===== src/rtl/seg7_pkg.sv =====
// ----------------------------------------------------------------------------
// seg7_pkg
//   Shared constants and helpers for the BCD counter / 7-segment display path.
//   - SEG_DIGIT : active-low {g..a} patterns for decimal digits 0..9
//   - SEG_BLANK : all segments off
//   - to_bcd    : elaboration-time int -> packed BCD (up to MAX_DIGITS digits)
//   - seg_of    : nibble -> segment pattern (non-decimal nibbles show blank)
// ----------------------------------------------------------------------------
package seg7_pkg;

    localparam int MAX_DIGITS = 8;

    localparam logic [6:0] SEG_BLANK = 7'h7F;

    localparam logic [6:0] SEG_DIGIT [0:9] = '{
        7'h40, 7'h79, 7'h24, 7'h30, 7'h19,
        7'h12, 7'h02, 7'h78, 7'h00, 7'h10
    };

    // Used only on parameters, so the division/modulo never reaches hardware.
    function automatic logic [4*MAX_DIGITS-1:0] to_bcd(input int v);
        int r;
        r = v;
        to_bcd = '0;
        for (int i = 0; i < MAX_DIGITS; i++) begin
            to_bcd[4*i +: 4] = 4'(r % 10);
            r = r / 10;
        end
    endfunction

    function automatic logic [6:0] seg_of(input logic [3:0] d);
        if (d <= 4'd9) begin
            return SEG_DIGIT[int'(d)];
        end
        return SEG_BLANK;
    endfunction

endpackage


===== src/rtl/seg7_decode.sv =====
// ----------------------------------------------------------------------------
// seg7_decode
//   Combinational single-digit decoder, one instance per display.
//   Ports:
//     digit  in  4  BCD digit
//     blank  in  1  force all segments off
//     seg    out 7  active-low segments {g..a}
// ----------------------------------------------------------------------------
module seg7_decode
    import seg7_pkg::*;
(
    input  logic [3:0] digit,
    input  logic       blank,
    output logic [6:0] seg
);

    always_comb begin
        seg = blank ? SEG_BLANK : seg_of(digit);
    end

endmodule


===== src/rtl/bcd_range_counter_seg.sv =====
// ----------------------------------------------------------------------------
// bcd_range_counter_seg
//   N-digit decimal counter stepping between MIN_VAL and MAX_VAL once per
//   prescaler tick, with wrap/saturate, parallel BCD load, synchronous clear
//   and registered active-low 7-segment output.
//   Ports:
//     clk, rst           clock, asynchronous active-high reset
//     en, up_dn          step enable (sampled on tick) and direction
//     clr, load          synchronous clear / load (clr wins over load)
//     load_val           BCD value to load, digit 0 in [3:0]
//     value              current BCD count
//     seg                active-low segments, digit 0 in [6:0], 1 clk behind value
//     tick_o             prescaler tick (one cycle every DIV clocks)
//     bound_o            one-cycle pulse after a step taken from a bound
//     load_err           one-cycle pulse after a rejected load
// ----------------------------------------------------------------------------
module bcd_range_counter_seg
    import seg7_pkg::*;
#(
    parameter int CLK_HZ   = 50_000_000,
    parameter int TICK_HZ  = 1,
    parameter int N_DIGITS = 2,
    parameter int MIN_VAL  = 0,
    parameter int MAX_VAL  = 99,
    parameter int WRAP     = 1,
    parameter int LZB      = 0
)(
    input  logic                  clk,
    input  logic                  rst,
    input  logic                  en,
    input  logic                  up_dn,
    input  logic                  clr,
    input  logic                  load,
    input  logic [4*N_DIGITS-1:0] load_val,
    output logic [4*N_DIGITS-1:0] value,
    output logic [7*N_DIGITS-1:0] seg,
    output logic                  tick_o,
    output logic                  bound_o,
    output logic                  load_err
);

    localparam int DIV = CLK_HZ / TICK_HZ;
    localparam int PW  = (DIV > 1) ? $clog2(DIV) : 1;
    localparam int VW  = 4 * N_DIGITS;
    localparam int SW  = 7 * N_DIGITS;

    localparam logic [PW-1:0] CNT_LAST = PW'(DIV - 1);

    localparam logic [4*MAX_DIGITS-1:0] MIN_ALL = to_bcd(MIN_VAL);
    localparam logic [4*MAX_DIGITS-1:0] MAX_ALL = to_bcd(MAX_VAL);
    localparam logic [VW-1:0]           MIN_BCD = MIN_ALL[VW-1:0];
    localparam logic [VW-1:0]           MAX_BCD = MAX_ALL[VW-1:0];

    // A digit is blanked when LZB is on, it is not digit 0, and it and every
    // digit above it are zero.
    function automatic logic [N_DIGITS-1:0] blank_mask(input logic [VW-1:0] v);
        logic hi_zero;
        hi_zero    = 1'b1;
        blank_mask = '0;
        for (int i = N_DIGITS - 1; i >= 0; i--) begin
            if (v[4*i +: 4] != 4'd0) begin
                hi_zero = 1'b0;
            end
            blank_mask[i] = (LZB != 0) && (i != 0) && hi_zero;
        end
    endfunction

    function automatic logic [SW-1:0] seg_encode(input logic [VW-1:0] v);
        logic [N_DIGITS-1:0] m;
        m = blank_mask(v);
        seg_encode = '0;
        for (int i = 0; i < N_DIGITS; i++) begin
            seg_encode[7*i +: 7] = m[i] ? SEG_BLANK : seg_of(v[4*i +: 4]);
        end
    endfunction

    // Display state while in reset must already show MIN_VAL.
    localparam logic [SW-1:0] SEG_RST = seg_encode(MIN_BCD);

    logic [PW-1:0]       cnt_q, cnt_d;
    logic [VW-1:0]       value_q, value_d;
    logic [SW-1:0]       seg_q, seg_d;
    logic                bound_q, bound_d;
    logic                load_err_q, load_err_d;

    logic                tick;
    logic                step;
    logic                load_ok;
    logic                at_max, at_min;
    logic                carry, borrow;
    logic [VW-1:0]       inc_v, dec_v;
    logic [N_DIGITS-1:0] blank_v;

    // ---------------- prescaler ----------------
    always_comb begin
        tick  = (cnt_q == CNT_LAST);
        cnt_d = tick ? '0 : cnt_q + 1'b1;
    end

    // ---------------- BCD ripple +1 / -1 ----------------
    // Only valid BCD ever reaches value_q, so no digit exceeds 9 here.
    always_comb begin
        inc_v  = value_q;
        dec_v  = value_q;
        carry  = 1'b1;
        borrow = 1'b1;
        for (int i = 0; i < N_DIGITS; i++) begin
            if (carry) begin
                if (value_q[4*i +: 4] == 4'd9) begin
                    inc_v[4*i +: 4] = 4'd0;
                end else begin
                    inc_v[4*i +: 4] = value_q[4*i +: 4] + 4'd1;
                    carry = 1'b0;
                end
            end
            if (borrow) begin
                if (value_q[4*i +: 4] == 4'd0) begin
                    dec_v[4*i +: 4] = 4'd9;
                end else begin
                    dec_v[4*i +: 4] = value_q[4*i +: 4] - 4'd1;
                    borrow = 1'b0;
                end
            end
        end
    end

    // ---------------- load validation ----------------
    // With every nibble a decimal digit, unsigned compare of the packed BCD
    // vectors orders them exactly like the decimal values.
    always_comb begin
        load_ok = 1'b1;
        for (int i = 0; i < N_DIGITS; i++) begin
            if (load_val[4*i +: 4] > 4'd9) begin
                load_ok = 1'b0;
            end
        end
        if ((load_val < MIN_BCD) || (load_val > MAX_BCD)) begin
            load_ok = 1'b0;
        end
    end

    // ---------------- next value: clr > load > step ----------------
    always_comb begin
        value_d    = value_q;
        bound_d    = 1'b0;
        load_err_d = 1'b0;
        at_max     = (value_q == MAX_BCD);
        at_min     = (value_q == MIN_BCD);
        step       = tick && en && !clr && !load;

        if (clr) begin
            value_d = MIN_BCD;
        end else if (load) begin
            if (load_ok) begin
                value_d = load_val;
            end else begin
                load_err_d = 1'b1;
            end
        end else if (step) begin
            if (up_dn) begin
                if (at_max) begin
                    bound_d = 1'b1;
                    if (WRAP != 0) begin
                        value_d = MIN_BCD;
                    end
                end else begin
                    value_d = inc_v;
                end
            end else begin
                if (at_min) begin
                    bound_d = 1'b1;
                    if (WRAP != 0) begin
                        value_d = MAX_BCD;
                    end
                end else begin
                    value_d = dec_v;
                end
            end
        end
    end

    // ---------------- display ----------------
    always_comb begin
        blank_v = blank_mask(value_q);
    end

    for (genvar g = 0; g < N_DIGITS; g++) begin : g_dec
        seg7_decode u_dec (
            .digit (value_q[4*g +: 4]),
            .blank (blank_v[g]),
            .seg   (seg_d[7*g +: 7])
        );
    end

    // ---------------- registers ----------------
    always_ff @(posedge clk or posedge rst) begin
        if (rst) begin
            cnt_q      <= '0;
            value_q    <= MIN_BCD;
            seg_q      <= SEG_RST;
            bound_q    <= 1'b0;
            load_err_q <= 1'b0;
        end else begin
            cnt_q      <= cnt_d;
            value_q    <= value_d;
            seg_q      <= seg_d;
            bound_q    <= bound_d;
            load_err_q <= load_err_d;
        end
    end

    assign value    = value_q;
    assign seg      = seg_q;
    assign tick_o   = tick;
    assign bound_o  = bound_q;
    assign load_err = load_err_q;

endmodule


===== config.mk =====
export PLATFORM = sky130hd
export DESIGN_NAME = bcd_range_counter_seg
export DESIGN_NICKNAME = d
export VERILOG_FILES = /design/src/rtl/seg7_pkg.sv /design/src/rtl/seg7_decode.sv /design/src/rtl/bcd_range_counter_seg.sv
export SDC_FILE = /design/constraint.sdc
export NUM_CORES = 1
export LEC_CHECK = 0
export BUFFER_PORTS_ARGS = -buffer_cell sky130_fd_sc_hd__buf_2
export CORE_MARGIN = 2
export CORE_UTILIZATION = 40
export DETAILED_ROUTE_END_ITERATION = 12
export PLACE_DENSITY = 0.68
export SETUP_SLACK_MARGIN = 0.5
export SLEW_MARGIN = 10
export SYNTH_ARGS = -nofsm -noshare
export SYNTH_HDL_FRONTEND = slang
export SYNTH_SLANG_ARGS = --single-unit

===== constraint.sdc =====
create_clock -name clk -period 2.4 [get_ports clk]
set_clock_uncertainty 0.2 [all_clocks]
set_input_delay 0.72 -clock clk [delete_from_list [all_inputs] [get_ports clk]]
set_output_delay 0.72 -clock clk [all_outputs]
set_load 0.01 [all_outputs]

==> results of run 1 <==
[through the flow]
stage	setup TNS [ns]	cell area [um^2]	utilization, %	hold WS (ns)	instances
floorplan	0	2960	-	0.259	298
detailed placement	0	3280	46.0	0.290	433
global placement	0	3280	46.0	0.286	433
CTS	0	3700	51.8	0.188	465
finish	0	3860	54.2	0.189	475
global route	-0.0459	3860	54.2	0.202	475
[area by class of cell]
type / instances / area, um^2
repair buffers: 82 / 629
inverters: 13 / 55.1
clock inverters: 3 / 40.0
well taps: 99 / 124
clock buffers: 5 / 68.8
multi-input cells: 223 / 1680
flip-flops and latches: 50 / 1260
fillers: 645 / 3270
[repair_timing]
action                                  4_1_cts  5_1_grt
endpoints found under the setup margin       22       20
setup buffers                                24       10
pin swaps                                     5       10
gates resized for setup                      33       19
[cell families after synthesis]
group / synth area share (%)
DFF: 43.1
xor gates and xnor gates: 7.23
adders and majority gates: 4.73
muxes: 3.44
buffers and inverters: 3.70
and+or+nand+nor: 25.3
AOI/OAI and AO/OA: 12.5
[routing by layer]
metal	wire, um	part of all wire [%]
met3	269	4.0
met4	60	0.88
met2	3330	49
met1	3150	46
met5	0	0
[how the worst max path moves through the flow]
stage               slack [ns]  depth (start not counted)                   end
global placement          0.19                          5  value[5]$_DFFE_PP0P_
floorplan                 0.13                          5                tick_o
global route             -0.05                          4                tick_o
detailed placement        0.17                          5  value[5]$_DFFE_PP0P_
finish                    0.06                          4                tick_o
CTS                       0.06                          4                tick_o
[power by group through the flow]
stage	Combinational [mW]	Sequential, mW	Clock, mW
finish	0.674	0.960	0.583
global placement	0.477	0.997	0
global route	0.737	0.970	0.642
floorplan	0.290	1.02	0
detailed placement	0.482	0.999	0
CTS	0.610	0.964	0.603
[worst register-to-register path, stage by stage, from the launching register on]
cell and delay [ns]:
dfrtp_2 0.45, buf_4 0.16, ha_4 0.17, nor2b_2 0.15, o311ai_0 0.31, o211ai_1 0.16
a21oi_1 0.15, mux2_4 0.15
[cells in the final DEF (no fill, tap or decap), drive strengths merged, types with 11 or more instances in the layout]
| cell type | synthesis | final |
|---|---|---|
| xnor2 | 14 | 14 |
| buf | 9 | 82 |
| ha | 11 | 11 |
| nor3 | 11 | 11 |
| nand2 | 29 | 29 |
| nor2 | 26 | 26 |
| dfrtp | 48 | 48 |
| o21ai | 13 | 13 |
| inv | 13 | 12 |
| nand3 | 12 | 12 |
[registers in the layout, summed over array words and instances (netlist names)]
register and cells:
seg 14, bound_o 1, load_err 1, value 8
cnt_q 26
==> results.cfg, run 1 <==
[setup_path]
reg2reg_setup_slack_ns = 0.44
path_buf_inv = 1
crit_chain = nor4b_2 -> nand4_1 -> nor3_2 -> buf_2
crit_fanout = 2
crit_family = simple AND/OR/NAND/NOR gates
r2r_start = value[4]$_DFFE_PP0P_
cp-end-kind = output port
crit_start = cnt_q[11]$_DFF_PP0_
start_kind = flop
worstPathRequired_ns = 1.48
cp_data_arrival_time_ns = 1.42
slowest_delay_ns = 0.42
reg2regPathDepth = 7
crit_path_top_delay_cell = dfrtp_2
reg2reg_to = value[7]$_DFFE_PP0P_
worstSetupPathType = flop to output port

[sta]
fin_crit_sh_pct = 97.3
worst_pin_slew_ns = 0.361
setup_ws_ns = 0.0646
hold_violations = 0
drv_slew = 0
setup_viol = 0
max_freq_mhz = 428
rsz0062_at_grt = true
slew-limit-headroom_pct = 75.9
fin_crit_ns = 2.34

[power]
power_mw = 2.22
power.switching_mw = 0.656
pwr-share-seq_pct = 43.3
peakVddDrop_mv = 0.363
pwr-share-clk_pct = 26.3
swShare_pct = 29.6
p_comb_share_pct = 30.4
power.internal_mw = 1.56
p_per_area_nw_per_um2 = 573
p_leak_nw = 1.82

[synth]
post-synth-top-area-cell = dfrtp_1
yosys_warnings = 0
synth_flop_cell = dfrtp_1
yosysMostFrequentCell = dfrtp_1
ys_seq_area_share_pct = 43.1
async_flop_share_pct = 100
ys_ff_latch = 50
syn_inst = 298
yosys-top-cells-area = dfrtp_1 (41%), ha_1 (4.7%), xnor2_1 (4.2%), nand2_1 (3.6%), nor2_1 (3.4%)
ys_types = 55
syn_nets = 323
synth_edf_count = 0
syn-cell-area_um2 = 2910
synth_commonest_cells = dfrtp_1 (48), nand2_1 (28), nor2_1 (26)
synth_top_area_share_pct = 41.3
avgSynthCellArea_um2 = 9.76

[cells_and_area]
synthToLayoutAreaGrowth_pct = 32.9
final_nets = 400
drive_gt1_share_pct = 37.5
antenna_cells = 0

[detailed_routing]
final_antenna_net_count = 0
wire_per_inst_um = 14.3
drtIter0Drc = 127
first_pass_iters = 4
wirelength_um = 6800
drc = 0
viasPerCell = 5.21
num_vias = 2475

[grt]
use_met2_pct = 27.9
grt_usage_pct = 17.8
grt.overflow.total = 0
grt_pass1_wl_um = 11200
antenna_found_initial = 0
top_usage_layer = met2
grt_max_degree = 25
met1_usage_pct = 25.1
met3_usage_pct = 3.14
first_global_vias = 2369

[floorplanning]
ios = 39
die-area_um2 = 7970
fp.dieW_um = 89.3
core-area_um2 = 7140
std_cell_rows = 31
start_util_pct = 40.8
dieHeight_um = 89.3

[clock_network]
cts_hold_buf = 0
cts_made_buffers = 5
clock_path_buffers = 2
insertion_delay_ns = 0.30
cts_tree = yes
h-tree-depth = 2
clk_pin_slew_worst_paths_ns = 0.10
cts-root-buf = clkbuf_8
cts_sinks = 50

[place]
routabilityCongestion = 0.832
hpwl_um = 4410
pre_cts_ws_ns = 0.166
place.port_buffers = 38

[hold_path]
hold_class = input pin to async pin

[run_status]
status = finished, final reports clean

[flow_run]
drv_cap = 0
No activity file was read; power rests on OpenSTA's default activity.
==> run 2: changes to the inputs <==
CELL_PAD_IN_SITES_DETAIL_PLACEMENT = 0   (was unset)
CELL_PAD_IN_SITES_GLOBAL_PLACEMENT = 2   (was unset)
CORE_MARGIN = 1   (was 2)
CORE_UTILIZATION = 33   (was 40)
GPL_ROUTABILITY_DRIVEN = 1   (was unset)
PLACE_DENSITY = 0.83   (was 0.68)
==> results.cfg, run 2 (synthesis results as in run 1) <==
[sta]
slew-limit-headroom_pct = 78.2
rsz0062_at_grt = true
max_freq_mhz = 417
fin_crit_sh_pct = 99.9
hold_violations = 0
worst_pin_slew_ns = 0.324
fin_crit_ns = 2.40
drv_slew = 0
hold_slack_ns = 0.272
setup_viol = 0

[cells_and_area]
largest_reg_flops = 26
fill_cells = 787
synthToLayoutAreaGrowth_pct = 32.9
antenna_cells = 0
final_nets = 395
largest_register = cnt_q
final_cell_mix = dfrtp_1 (39), buf_2 (34), buf_4 (28), nand2_1 (27), nor2_1 (21)
fin_util_pct = 46.1
final_area_um2 = 3870
mostFrequentLayoutCell = dfrtp_1
drive_gt1_share_pct = 36.7

[detailed_routing]
drc = 0
num_vias = 2461
viasPerCell = 5.17
first_pass_iters = 4
wire_per_inst_um = 15.0
final_antenna_net_count = 0
drtIter0Drc = 65
wirelength_um = 7150

[setup_path]
worstPathRequired_ns = 1.48
cp-end-kind = output port
crit_chain = nor4b_2 -> nand4_1 -> nor3_4 -> buf_2
worstSetupPathType = flop to output port
path_buf_inv = 1
crit_fanout = 2
crit_path_top_delay_cell = dfrtp_1
cp_data_arrival_time_ns = 1.48
slowest_delay_ns = 0.40
crit_family = simple AND/OR/NAND/NOR gates
start_kind = flop

[floorplanning]
start_util_pct = 34.7
dieHeight_um = 95.9
core-area_um2 = 8380
die-area_um2 = 9190
ios = 39
fp.dieW_um = 95.9
std_cell_rows = 33

[hold_path]
hold_class = input pin to async pin

[clock_network]
clk_pin_slew_worst_paths_ns = 0.09
cts_hold_buf = 0
insertion_delay_ns = 0.30
cts-root-buf = clkbuf_8
cts_sinks = 50
h-tree-depth = 2
cts_made_buffers = 5
clock_path_buffers = 2
cts_tree = yes

[place]
dpl_cell_area_um2 = 3320
hpwl_um = 4550
routabilityCongestion = 0.824
place.port_buffers = 38

[grt]
grt.overflow.total = 0
first_global_vias = 2261
grt_max_degree = 51
grt_usage_pct = 16.2
antenna_found_initial = 0
grt_pass1_wl_um = 11400

[power]
p_per_area_nw_per_um2 = 554
power_mw = 2.14
peakVddDrop_mv = 0.230
p_leak_nw = 1.80

[run_status]
status = finished, final reports clean

[flow_run]
drv_cap = 0
run 2: changes by cell type in the layout (fill, tap and decap cells not counted), moves of 2 or more:
cell      change
buf_4         -4
nor2_4        +5
clkbuf_1      +2
xnor2_1       -2
ha_2          -2
clkinv_2      -2
xnor2_2       +2
buf_2         +2
ha_1          +3
nor2_1        -5
buf_6         -5
run 2: timing repair:
action,in CTS,in global routing
gates cloned,1,1
pin swaps,2,8
setup buffers,14,11
gates resized for setup,15,36
setup endpoints to repair,18,27
run 2: final timing paths:
path,end,slack [ns],start,cells past startpoint
max,tick_o,0.001,cnt_q[11]$_DFF_PP0_,4
min,seg[1]$_DFF_PP0_,0.27,rst,3
max reg2reg,value[7]$_DFFE_PP0P_,0.26,cnt_q[11]$_DFF_PP0_,8
min reg2reg,cnt_q[4]$_DFF_PP0_,0.30,cnt_q[4]$_DFF_PP0_,1
max in group asynchronous,seg[13]$_DFF_PP1_,1.44,rst,3
min in group clk,cnt_q[4]$_DFF_PP0_,0.30,cnt_q[4]$_DFF_PP0_,1
run 2: metal layers:
metal  part of all wire (%)  vias to the layer above  global-route usage (%)
met1                     49                     1214                    23.2
li1                       -                     1204                       -
met5                      0                        -                       0
met2                     47                       38                    25.5
met4                   0.74                        0                    3.98
met3                    2.7                        5                    2.37
run 2: worst register-to-register path, cell delays in order (launching register included):
cell     delay (ns)
dfrtp_1        0.40
nor4b_2        0.28
nand4_1        0.17
nor3_4         0.17
buf_4          0.14
buf_6          0.10
buf_12         0.11
a21bo_4        0.16
mux2_4         0.31
run 2: area by class of cell:
| cell class | instances | area, um^2 | share of cell area, % |
|---|---|---|---|
| Multi-Input combinational cell | 223 | 1710 | 44.3 |
| Tap cell | 105 | 131 | 3.40 |
| Sequential cell | 50 | 1260 | 32.7 |
| Clock inverter | 1 | 30.0 | 0.776 |
| Clock buffer | 7 | 76.3 | 1.97 |
| Timing Repair Buffer | 77 | 601 | 15.5 |
| Inverter | 13 | 52.6 | 1.36 |
run 2: power by group:
| group | internal, mW | leakage [nW] | switching (mW) |
|---|---|---|---|
| combinational | 0.266 | 1.11 | 0.315 |
| clock | 0.312 | 0.0524 | 0.280 |
| sequential | 0.924 | 0.640 | 0.0429 |
| total | 1.50 | 1.80 | 0.638 |
run 2: through the flow:
step	setup WS [ns]	TNS, ns	cells
after floorplan	0.132	0	298
after CTS	-0.0143	-0.0143	464
after global routing	-0.0956	-0.0956	476
final	0.00143	0	476
after detailed placement	0.148	0	441
after global placement	0.181	0	441
==> run 3: changes to the inputs <==
SETUP_SLACK_MARGIN = 0.15   (was 0.5)
==> results.cfg, run 3 (synthesis results as in run 1) <==
[cells_and_area]
final_area_um2 = 3480
regArea_um2 = 1260
mostFrequentLayoutCell = dfrtp_1
drive_gt1_share_pct = 28.8
multi_input_area_um2 = 1580
synthToLayoutAreaGrowth_pct = 19.5
instances_no_fill = 459
largest_reg_flops = 26
final_cell_mix = dfrtp_1 (43), buf_2 (38), nand2_1 (28), nor2_1 (26), buf_4 (20)
antenna_cells = 0
largest_register = cnt_q
fin_util_pct = 41.5
fill_cells = 856
final_nets = 378

[sta]
fin_setup_tns_ns = 0
rsz0062_at_grt = true
fin_crit_sh_pct = 98.3
drv_slew = 0
worst_pin_slew_ns = 0.469
hold_violations = 0
max_freq_mhz = 424
setup_ws_ns = 0.0405
fin_crit_ns = 2.36
hold_slack_ns = 0.212
slew-limit-headroom_pct = 68.4
setup_viol = 0

[power]
p_per_area_nw_per_um2 = 565
power_mw = 1.97
peakVddDrop_mv = 0.299
p_leak_nw = 1.63

[hold_path]
hold_class = input pin to async pin

[clock_network]
h-tree-depth = 2
cts_sinks = 50
cts_tree = yes
insertion_delay_ns = 0.30
cts_hold_buf = 0
clk_pin_slew_worst_paths_ns = 0.10
cts-root-buf = clkbuf_8
clock_path_buffers = 2
cts_made_buffers = 5

[place]
routabilityCongestion = 0.802
place_inst = 441
hpwl_um = 4630
dpl_cell_area_um2 = 3290
place.port_buffers = 38
pre_cts_ws_ns = 0.254

[setup_path]
worstSetupPathType = flop to output port
slowest_delay_ns = 0.40
reg2regPathDepth = 8
cp-end-kind = output port
crit_start = cnt_q[11]$_DFF_PP0_
crit_path_top_delay_cell = dfrtp_1
reg2reg_setup_slack_ns = 0.23
r2r_start = cnt_q[11]$_DFF_PP0_
worstPathRequired_ns = 1.48
cp_data_arrival_time_ns = 1.44
start_kind = flop
crit_path_end = tick_o
crit_chain = nor4b_2 -> nand4_1 -> nor3_2 -> buf_2
reg2reg_to = value[5]$_DFFE_PP0P_
crit_fanout = 2

[run_status]
status = finished, final reports clean

[floorplanning]
core-area_um2 = 8380
dieHeight_um = 95.9
die-area_um2 = 9190
std_cell_rows = 33
start_util_pct = 34.7
fp.dieW_um = 95.9
ios = 39

[grt]
grt_usage_pct = 15.9
antenna_found_initial = 0
first_global_vias = 2360
grt_max_degree = 22
grt_pass1_wl_um = 11400
grt.overflow.total = 0

[detailed_routing]
drtIter0Drc = 69
first_pass_iters = 4
wire_per_inst_um = 14.2
drc = 0
viasPerCell = 5.03
num_vias = 2311
wirelength_um = 6500
final_antenna_net_count = 0

[flow_run]
drv_cap = 0
## run 3: timing repair
| action | in CTS | in global routing |
|---|---|---|
| pin swaps | 1 | 1 |
| setup buffers | 9 | 1 |
| setup endpoints to repair | 1 | 3 |
| resized for setup | 4 | 5 |
| gates cloned | 0 | 0 |
## run 3: area by class of cell
class                   count  share of cell area, %
flip-flops and latches     50                   36.2
well taps                 105                   3.78
inverters                  13                   1.40
repair buffers             60                   10.7
clock buffers               5                   1.98
clock inverters             3                  0.612
multi-input cells         223                   45.3
## run 3: worst min path at each step
| stage | start | end | cells after the start |
|---|---|---|---|
| 2_1_floorplan | cnt_q[4]$_DFF_PP0_ | cnt_q[4]$_DFF_PP0_ | 1 |
| 4_1_cts | rst | bound_o$_DFF_PP0_ | 2 |
| 6_report | rst | value[1]$_DFFE_PP0P_ | 2 |
| 5_1_grt | rst | seg[12]$_DFF_PP0_ | 2 |
| 3_3_place_gp | cnt_q[4]$_DFF_PP0_ | cnt_q[4]$_DFF_PP0_ | 1 |
| 3_5_place_dp | cnt_q[4]$_DFF_PP0_ | cnt_q[4]$_DFF_PP0_ | 1 |
## run 3: critical path, delay by kind of cell, from the launching register on
family	cells	cell delay (ns)
DFF	1	0.40
buffers and inverters	1	0.16
and+or+nand+nor	3	0.59
## run 3: report_power, final
group          total, mW  internal (mW)  switching [mW]  leakage, nW
clock network      0.501          0.206           0.295       0.0441
registers          0.975          0.922          0.0535        0.645
logic              0.489          0.209           0.280        0.940
## run 3: routing by layer
metal  vias up  global-route usage (%)  part of all wire, %
li1       1166                       -                    -
met1      1106                    22.0                   50
met2        33                    25.7                   47
met3         6                    2.84                  2.3
met4         0                    4.10                  1.1
met5         -                       0                    0
